**src/rtl/lc2k_pkg.sv**
```systemverilog
// Shared LC2K definitions: opcodes, instruction field positions and the
// fetch-unit state encoding.
package lc2k_pkg;

  localparam int unsigned XLEN = 32;

  localparam logic [2:0] OP_ADD  = 3'd0;
  localparam logic [2:0] OP_NOR  = 3'd1;
  localparam logic [2:0] OP_LW   = 3'd2;
  localparam logic [2:0] OP_SW   = 3'd3;
  localparam logic [2:0] OP_BEQ  = 3'd4;
  localparam logic [2:0] OP_JALR = 3'd5;
  localparam logic [2:0] OP_HALT = 3'd6;
  localparam logic [2:0] OP_NOOP = 3'd7;

  localparam int unsigned OPCODE_LSB = 22;
  localparam int unsigned REG_A_LSB  = 19;
  localparam int unsigned REG_B_LSB  = 16;
  localparam int unsigned DEST_LSB   = 0;
  localparam int unsigned OFFSET_LSB = 0;
  localparam int unsigned OFFSET_W   = 16;
  localparam int unsigned FIELD_W    = 3;

  typedef enum logic [1:0] {
    FETCH  = 2'd0,
    DECODE = 2'd1,
    HALTED = 2'd2
  } state_e;

  function automatic logic [XLEN-1:0] sign_ext_offset(input logic [OFFSET_W-1:0] off);
    return {{(XLEN-OFFSET_W){off[OFFSET_W-1]}}, off};
  endfunction

endpackage

```
**src/rtl/lc2k_field_decode.sv**
```systemverilog
// Purely combinational split of an LC2K instruction word into its fields,
// with the 16-bit offset sign-extended to the full datapath width.
module lc2k_field_decode
  import lc2k_pkg::*;
(
  input  logic [XLEN-1:0]    ir,
  output logic [FIELD_W-1:0] opcode,
  output logic [FIELD_W-1:0] reg_a,
  output logic [FIELD_W-1:0] reg_b,
  output logic [FIELD_W-1:0] dest_reg,
  output logic [XLEN-1:0]    offset_ext
);

  // Bits above the opcode are architecturally unused in LC2K.
  logic unused_hi_bits;
  assign unused_hi_bits = ^ir[XLEN-1:OPCODE_LSB+FIELD_W];

  assign opcode     = ir[OPCODE_LSB +: FIELD_W];
  assign reg_a      = ir[REG_A_LSB  +: FIELD_W];
  assign reg_b      = ir[REG_B_LSB  +: FIELD_W];
  assign dest_reg   = ir[DEST_LSB   +: FIELD_W];
  assign offset_ext = sign_ext_offset(ir[OFFSET_LSB +: OFFSET_W]);

endmodule

```
**src/rtl/lc2k_fetch_unit.sv**
```systemverilog
// LC2K multi-cycle fetch/decode stage: owns PC, IR and the retired-instruction
// counter, fetches over a req/ack handshake and selects the next PC on retire.
module lc2k_fetch_unit
  import lc2k_pkg::*;
#(
  parameter logic [31:0] RESET_PC = 32'd0,
  parameter int unsigned CNT_W    = 32
) (
  input  logic             clk,
  input  logic             reset,

  output logic             imem_req,
  output logic [31:0]      imem_addr,
  input  logic             imem_ack,
  input  logic [31:0]      imem_rdata,

  output logic             instr_valid,
  output logic [31:0]      pc_current,
  output logic [2:0]       opcode,
  output logic [2:0]       reg_a,
  output logic [2:0]       reg_b,
  output logic [2:0]       dest_reg,
  output logic [31:0]      offset_ext,

  input  logic             exec_done,
  input  logic             branch_taken,
  input  logic             jalr_taken,
  input  logic [31:0]      jalr_target,

  output logic             halted,
  output logic [CNT_W-1:0] instr_count
);

  state_e           state_q, state_d;
  logic [31:0]      pc_q, pc_d;
  logic [31:0]      ir_q, ir_d;
  logic [CNT_W-1:0] cnt_q, cnt_d;

  logic [31:0]      pc_seq;
  logic [31:0]      pc_branch;

  lc2k_field_decode u_field_decode (
    .ir         (ir_q),
    .opcode     (opcode),
    .reg_a      (reg_a),
    .reg_b      (reg_b),
    .dest_reg   (dest_reg),
    .offset_ext (offset_ext)
  );

  // All PC arithmetic wraps modulo 2^32 by construction of the 32-bit sums.
  assign pc_seq    = pc_q + 32'd1;
  assign pc_branch = pc_seq + offset_ext;

  // NOTE: every signal gets a default before the case so no path leaves one
  // unassigned; otherwise synthesis infers a latch to hold the old value.
  always_comb begin
    state_d = state_q;
    pc_d    = pc_q;
    ir_d    = ir_q;
    cnt_d   = cnt_q;

    unique case (state_q)
      FETCH: begin
        if (imem_ack) begin
          ir_d    = imem_rdata;
          state_d = DECODE;
        end
      end

      DECODE: begin
        if (exec_done) begin
          cnt_d = cnt_q + CNT_W'(1);
          if (opcode == OP_HALT) begin
            pc_d    = pc_seq;
            state_d = HALTED;
          end else begin
            state_d = FETCH;
            if (jalr_taken)        pc_d = jalr_target;
            else if (branch_taken) pc_d = pc_branch;
            else                   pc_d = pc_seq;
          end
        end
      end

      HALTED: begin
        state_d = HALTED;
      end

      default: begin
        state_d = FETCH;
      end
    endcase
  end

  // NOTE: state registers use non-blocking assignments so every flop samples
  // the pre-edge values; blocking here would create order-dependent races.
  always_ff @(posedge clk) begin
    if (reset) begin
      state_q <= FETCH;
      pc_q    <= RESET_PC;
      // NOTE: IR is cleared so the decode outputs read as zero out of reset;
      // it is a single register, not a memory, so the reset costs nothing.
      ir_q    <= '0;
      cnt_q   <= '0;
    end else begin
      state_q <= state_d;
      pc_q    <= pc_d;
      ir_q    <= ir_d;
      cnt_q   <= cnt_d;
    end
  end

  assign imem_req    = (state_q == FETCH);
  assign imem_addr   = pc_q;
  assign instr_valid = (state_q == DECODE);
  assign pc_current  = pc_q;
  assign halted      = (state_q == HALTED);
  assign instr_count = cnt_q;

endmodule

```
**config.mk**
```make
export PLATFORM = sky130hd
export DESIGN_NAME = lc2k_fetch_unit
export DESIGN_NICKNAME = d
export VERILOG_FILES = /design/src/rtl/lc2k_pkg.sv /design/src/rtl/lc2k_field_decode.sv /design/src/rtl/lc2k_fetch_unit.sv
export SDC_FILE = /design/constraint.sdc
export NUM_CORES = 1
export LEC_CHECK = 0
export ABC_AREA = 1
export ABC_CLOCK_PERIOD_IN_PS = 9200
export CORE_UTILIZATION = 45
export DETAILED_ROUTE_END_ITERATION = 16
export GPL_ROUTABILITY_DRIVEN = 0
export PLACE_DENSITY = 0.71
export SLEW_MARGIN = 5
export SYNTH_ARGS = -nofsm -noshare
export SYNTH_HDL_FRONTEND = slang
export SYNTH_HIERARCHICAL = 1
export SYNTH_SLANG_ARGS = --single-unit
export TNS_END_PERCENT = 30
```
**constraint.sdc**
```tcl
create_clock -name clk -period 9.2 [get_ports clk]
set_clock_uncertainty 0.15 [all_clocks]
set_input_delay 2.3 -clock clk [delete_from_list [all_inputs] [get_ports clk]]
set_output_delay 2.3 -clock clk [all_outputs]
set_load 0.02 [all_outputs]
```
== Yosys cells after proc, flatten, opt, wreduce, memory -nomap -nowiden ==
Index checks and enable logic that the tools add are counted.
Cells by class
  add/subtract/negate cells: 3
  eq/ne operators: 5
  multiplexer cells: 7
  reductions and logical operators: 4
Operators by type and width (count)
  $mux W32: 3
  $add A32 B1 Y32 const B: 2
  $add A32 B32 Y32: 1
  $mux W2: 3
  $pmux W2 S3: 1
  $reduce_and A2 Y1: 3
  $ne A2 B1 Y1 const B: 2
  $eq A3 B3 Y1 const B: 1
  $eq A2 B1 Y1 const B: 1
  $eq A2 B2 Y1 const B: 1
  $logic_not A2 Y1: 1
Storage, ports and cells
  bits in registers: 91
  bits of input ports: 70
  output and inout bits: 143
  logic and storage cells: 23

== Longest topological paths before layout ==
Gate-level depths: netlist of run 1.
  depth after elaboration: 5
  gate-level depth with buffers: 26

== Modules after synthesis ==
The synthesis of run 1 kept the hierarchy.
Modules (own cells, without submodules)
  lc2k_fetch_unit: instances 1, cells each 1314, area an instance 8051.5 µm², seq. area each 1961.9 µm²
  lc2k_field_decode: instances 1, cells each 44, area an instance 330.3 µm², seq. area each 0.0 µm²

== Worst setup path before layout of run 1 ==
No wires, ideal clock.
  path type: input to register
  start point: in exec_done
  end point: reg cnt_q[29] (netlist: instr_count[29])
  library setup time: 0.118 ns
  arrival time: 3.534 ns
  required time: 8.932 ns
  slack: 5.398 ns
  stages: 12
  cell sequence: inv_1 > nor2_4 > buf_6 > nand2_2 > nor2_2 > nand3_1 > nor2_2 > nand2_2 > nor4_4 > nand3_1 > o21ai_1 > a21oi_1
Between the ends
  cells in the longest elaborated chain, start to end: 1
Ends and longest elaborated chain
  start: declaration: line lc2k_fetch_unit.sv:25  | input logic exec_done,
  $reduce_and A2 Y1 (no line)
  end signal: assignment: line lc2k_fetch_unit.sv:110  | cnt_q <= cnt_d;
  end: declaration: line lc2k_fetch_unit.sv:37  | logic [CNT_W-1:0] cnt_q, cnt_d;
Every way passes these cells.
A chain may end at the register's enable or synchronous reset.

== Worst setup path in the final report of run 1 ==
  start point: in branch_taken
  end point: reg pc_q[4] (netlist: imem_addr[4])
Between the ends
  cells in the longest elaborated chain, start to end: 3
Ends and longest elaborated chain
  start: declaration: line lc2k_fetch_unit.sv:26  | input logic branch_taken,
  $mux W32: line lc2k_fetch_unit.sv:80  | else if (branch_taken) pc_d = pc_branch;
  $mux W32: line lc2k_fetch_unit.sv:79  | if (jalr_taken) pc_d = jalr_target;
  $mux W32: line lc2k_fetch_unit.sv:74  | if (opcode == OP_HALT) begin
  end signal: assignment: line lc2k_fetch_unit.sv:108  | pc_q <= pc_d;
  end: declaration: line lc2k_fetch_unit.sv:35  | logic [31:0] pc_q, pc_d;
Every way passes these cells.

==> results of run 1 <==
## state kept, by name, summed over array words and instances (netlist names)
name,cells
imem_addr,32
state_q,2
ir_q,25
instr_count,32
## area by class of cell
class / instances / area [µm²] / share of cell area
clock buffer: 10 / 229 / 0.0226
clock inverter: 6 / 71.3 / 0.00705
inverter: 154 / 578 / 0.0571
multi-input combinational: 971 / 5030 / 0.497
sequential: 91 / 1820 / 0.180
tap: 225 / 282 / 0.0278
timing repair buffer: 212 / 2100 / 0.208
## through the flow
stage / cells / power [mW] / instance area, µm²
after floorplan: 1330 / 0.742 / 8150
after global routing: 1669 / 1.32 / 10100
after detailed placement: 1653 / 0.870 / 9820
after global placement: 1653 / 0.867 / 9820
final: 1669 / 1.25 / 10100
after CTS: 1669 / 1.26 / 10100
## power breakdown
part | switching (mW) | internal, mW
Combinational | 0.238 | 0.174
Clock | 0.177 | 0.214
Sequential | 0.0344 | 0.418
Total | 0.449 | 0.806
## worst min path at each step
stage | from | slack, ps | to
6_report | instr_count[30] | 340 | instr_count[30]
5_1_grt | instr_count[30] | 350 | instr_count[30]
4_1_cts | instr_count[30] | 330 | instr_count[30]
3_5_place_dp | instr_count[30] | 320 | instr_count[30]
3_3_place_gp | instr_count[30] | 310 | instr_count[30]
2_1_floorplan | ir_q[19] | 330 | ir_q[19]
## critical path: stages
cell,delay [ps]
clkdlybuf4s50_1,1090
inv_1,380
nor2_1,290
inv_1,350
o32ai_1,410
nand2_1,80
o211ai_1,110
a21oi_1,80
## routing by layer
layer | vias up | part of all wire | global-route usage
met2 | 313 | 0.45 | 0.434
li1 | 4432 | - | -
met3 | 42 | 0.072 | 0.0541
met1 | 3923 | 0.45 | 0.358
met5 | - | 0 | 0
met4 | 0 | 0.024 | 0.0963
==> results.py, run 1 <==
metrics = {
    "synth": {
        "syn_area_um2": 8150,
        "syn_inst": 1330,
        "mappedNetlistNets": 1441,
        "yosys_warnings": 6,
        "synth_area_per_cell_um2": 6.13,
    },
    "floorplan": {
        "coreArea_um2": 17500,
        "chipWidth_um": 137,
        "die_h_um": 137,
        "initial_core_util": 0.467,
        "rows": 48,
        "die_area_um2": 18700,
        "boundaryPins": 213,
    },
    "placement": {
        "dpl.hpwl_um": 19200,
        "portBuffers": 205,
        "place_ws_ps": 3790,
    },
    "final_layout": {
        "final_cell_mix": "335 x nand2_1, 205 x clkdlybuf4s50_1, 150 x nor2_1, 150 x inv_1, 122 x a21oi_1",
        "area_growth_pct": 24.1,
        "drive_gt1_frac": 0.0499,
        "antennaDiodeCount": 0,
        "num-nets-final": 1550,
        "fill_cells": 1732,
        "post-route-util": 0.579,
        "layout_commonest_cell": "nand2_1",
    },
    "setup_path": {
        "arrival_ps": 5120,
        "crit_type": "primary input to flop",
        "reg2reg_depth": 23,
        "crit_fanout": 24,
        "setup.worst_path.start_class": "primary input",
        "r2r-start": "imem_addr[1]",
        "reg2reg_slack_ps": 5320,
        "crit_end": "imem_addr[4]",
        "startpoint": "branch_taken",
        "cp-end-kind": "flop",
        "crit_required_ps": 9270,
        "reg2reg_to": "imem_addr[31]",
    },
    "cts": {
        "numCtsBuffers": 9,
        "numClockSinks": 91,
        "tritoncts": "built",
        "cts_setup_buffers": 0,
        "clk_pin_slew_worst_paths_ps": 70,
        "clk_path_buf_depth": 2,
        "cts-root-buf": "clkbuf_16",
        "cts_hold_buf": 0,
        "clkLatencyLatePin_ps": 360,
        "cts.repair.resized": 0,
        "htree_levels": 3,
    },
    "worst_hold_path": {
        "hold_class": "flop to flop",
        "hold_depth": 2,
    },
    "routing": {
        "totalWireLength_um": 24900,
        "viasPerCell": 5.22,
        "routedWlPerCell_um": 14.9,
        "drc_errors": 0,
        "ant_nets": 0,
        "dr.pass1.iters": 5,
        "drt_iter0_drc": 606,
        "num_vias": 8710,
    },
    "timing": {
        "tns_ps": 0,
        "setup_viol": 0,
        "worst_slew_pin_slew_ps": 943,
        "hold_viol": 0,
        "maxSlewViolCount": 0,
        "fin_crit_sh": 0.548,
        "slew_headroom": 0.369,
        "timing.fmax_mhz": 198,
        "fin_crit_ps": 5040,
        "grt_setup_unrepaired": "false",
        "layout_setup_ws_ps": 4160,
        "holdWs_ps": 340,
    },
    "global_route": {
        "grtUsageTotal": 0.271,
        "antenna_found_initial": 0,
        "grt_pass1_vias": 7793,
        "grt_remaining_overflow": 0,
        "grt_max_degree": 50,
        "grt_pass1_wl_um": 39200,
    },
    "outcome": {
        "status": "finished, final reports clean",
    },
    "power_and_ir_drop": {
        "powerDensity_nw_per_um2": 124,
        "ir_drop_mv": 0.127,
        "leakage_nw": 4.41,
    },
    "run": {
        "maxCapViolCount": 0,
    },
}
Note: power is estimated with default switching activity, not from simulation.
==> inputs of run 2 (changes only) <==
Settings changed: ABC_CLOCK_PERIOD_IN_PS 9200 to 4700.
Clock period 9.2 ns to 4.7 ns, I/O delays scaled along.
==> results.py, run 2 (synthesis gave the netlist of run 1 again) <==
metrics = {
    "floorplan": {
        "die_area_um2": 18700,
        "chipWidth_um": 137,
        "coreArea_um2": 17500,
        "boundaryPins": 213,
        "rows": 48,
        "initial_core_util": 0.467,
        "die_h_um": 137,
    },
    "timing": {
        "fin_crit_sh": 0.802,
        "grt_setup_unrepaired": "false",
        "tns_ps": 0,
        "worst_slew_pin_slew_ps": 866,
        "maxSlewViolCount": 0,
        "fin_crit_ps": 3770,
        "hold_viol": 0,
        "setup_viol": 0,
        "slew_headroom": 0.422,
        "timing.fmax_mhz": 265,
        "layout_setup_ws_ps": 932,
        "holdWs_ps": 339,
    },
    "final_layout": {
        "area_growth_pct": 24.7,
        "num-nets-final": 1553,
        "drive_gt1_frac": 0.0518,
        "multi_input_area_um2": 5030,
        "antennaDiodeCount": 0,
        "final_cell_mix": "335 x nand2_1, 205 x clkdlybuf4s50_1, 150 x nor2_1, 150 x inv_1, 122 x a21oi_1",
        "fin_area_um2": 10200,
        "layout_commonest_cell": "nand2_1",
        "fill_cells": 1717,
        "register_area_um2": 1820,
        "post-route-util": 0.582,
        "final_cell_count_no_fill": 1672,
    },
    "cts": {
        "clk_path_buf_depth": 2,
        "clk_pin_slew_worst_paths_ps": 70,
        "htree_levels": 3,
        "numClockSinks": 91,
        "tritoncts": "built",
        "cts_setup_buffers": 0,
        "cts.repair.resized": 0,
        "cts_hold_buf": 0,
        "cts-root-buf": "clkbuf_16",
        "numCtsBuffers": 9,
        "clkLatencyLatePin_ps": 360,
    },
    "power_and_ir_drop": {
        "leakage_nw": 4.44,
        "power_mw": 2.51,
        "ir_drop_mv": 0.176,
        "powerDensity_nw_per_um2": 247,
    },
    "setup_path": {
        "startpoint": "imem_addr[1]",
        "reg2reg_slack_ps": 930,
        "crit_type": "flop to flop",
        "cp-end-kind": "flop",
        "reg2reg_depth": 22,
        "r2r-start": "imem_addr[1]",
        "crit_required_ps": 4790,
        "crit_end": "imem_addr[31]",
        "setup.worst_path.start_class": "flop",
        "crit_fanout": 6,
        "arrival_ps": 3850,
        "reg2reg_to": "imem_addr[31]",
    },
    "global_route": {
        "grt_remaining_overflow": 0,
        "antenna_found_initial": 0,
        "grtUsageTotal": 0.276,
        "grt_pass1_wl_um": 40200,
        "grt_max_degree": 48,
        "grt_pass1_vias": 7963,
    },
    "placement": {
        "dp_cells": 1656,
        "dpl.hpwl_um": 19400,
        "placed_area_um2": 9840,
        "place_ws_ps": 978,
        "portBuffers": 205,
    },
    "routing": {
        "viasPerCell": 5.25,
        "routedWlPerCell_um": 15.1,
        "dr.pass1.iters": 7,
        "ant_nets": 0,
        "drc_errors": 0,
        "totalWireLength_um": 25200,
        "drt_iter0_drc": 751,
        "num_vias": 8783,
    },
    "worst_hold_path": {
        "hold_class": "flop to flop",
    },
    "outcome": {
        "status": "finished, final reports clean",
    },
    "run": {
        "maxCapViolCount": 0,
    },
}
[run 2: metal layers]
layer | share of wire | track usage | vias to the layer above
li1 | - | - | 4445
met1 | 0.45 | 0.368 | 3955
met2 | 0.46 | 0.448 | 346
met3 | 0.077 | 0.0504 | 37
met4 | 0.020 | 0.0833 | 0
met5 | 0 | 0 | -
[run 2: worst max-delay path, stage by stage, from the launching register on]
cell and delay (ps):
dfxtp_1 430, ha_1 280, nand4_2 190, nor2_4 230, nand2_2 120, nor2_4 120, nand2_1 70, xor2_1 280
inv_1 90, ha_1 380, nand2_1 150, nor2_1 160, nand2_1 90, nor3b_1 270, nand2_1 90, nand2_1 110
nand2_1 60, nand3_1 80, nand2_1 50, nand2_1 50, nand2_1 40, nand2_1 70, a21oi_1 50
[run 2: how the worst min path moves through the flow]
| stage | start | endpoint | slack (ps) | cells past startpoint |
|---|---|---|---|---|
| 3_3_place_gp | instr_count[31] | instr_count[31] | 320 | 1 |
| 2_1_floorplan | ir_q[19] | ir_q[19] | 330 | 2 |
| 6_report | instr_count[21] | instr_count[21] | 340 | 2 |
| 3_5_place_dp | instr_count[21] | instr_count[21] | 330 | 2 |
| 4_1_cts | instr_count[21] | instr_count[21] | 340 | 2 |
| 5_1_grt | instr_count[21] | instr_count[21] | 370 | 2 |
[run 2: power breakdown]
group          switching, mW  leakage (nW)  total, mW  internal [mW]
Clock                  0.342         0.151      0.814          0.472
Sequential            0.0676         0.742      0.887          0.819
Combinational          0.468          3.54      0.810          0.342
Total                  0.877          4.44       2.51           1.63
[run 2: cell type report]
cell class,count,share of cell area
Multi-Input combinational cell,971,0.495
Timing Repair Buffer,215,0.209
Sequential cell,91,0.179
Inverter,154,0.0569
Tap cell,225,0.0277
Clock buffer,10,0.0225
Clock inverter,6,0.00935
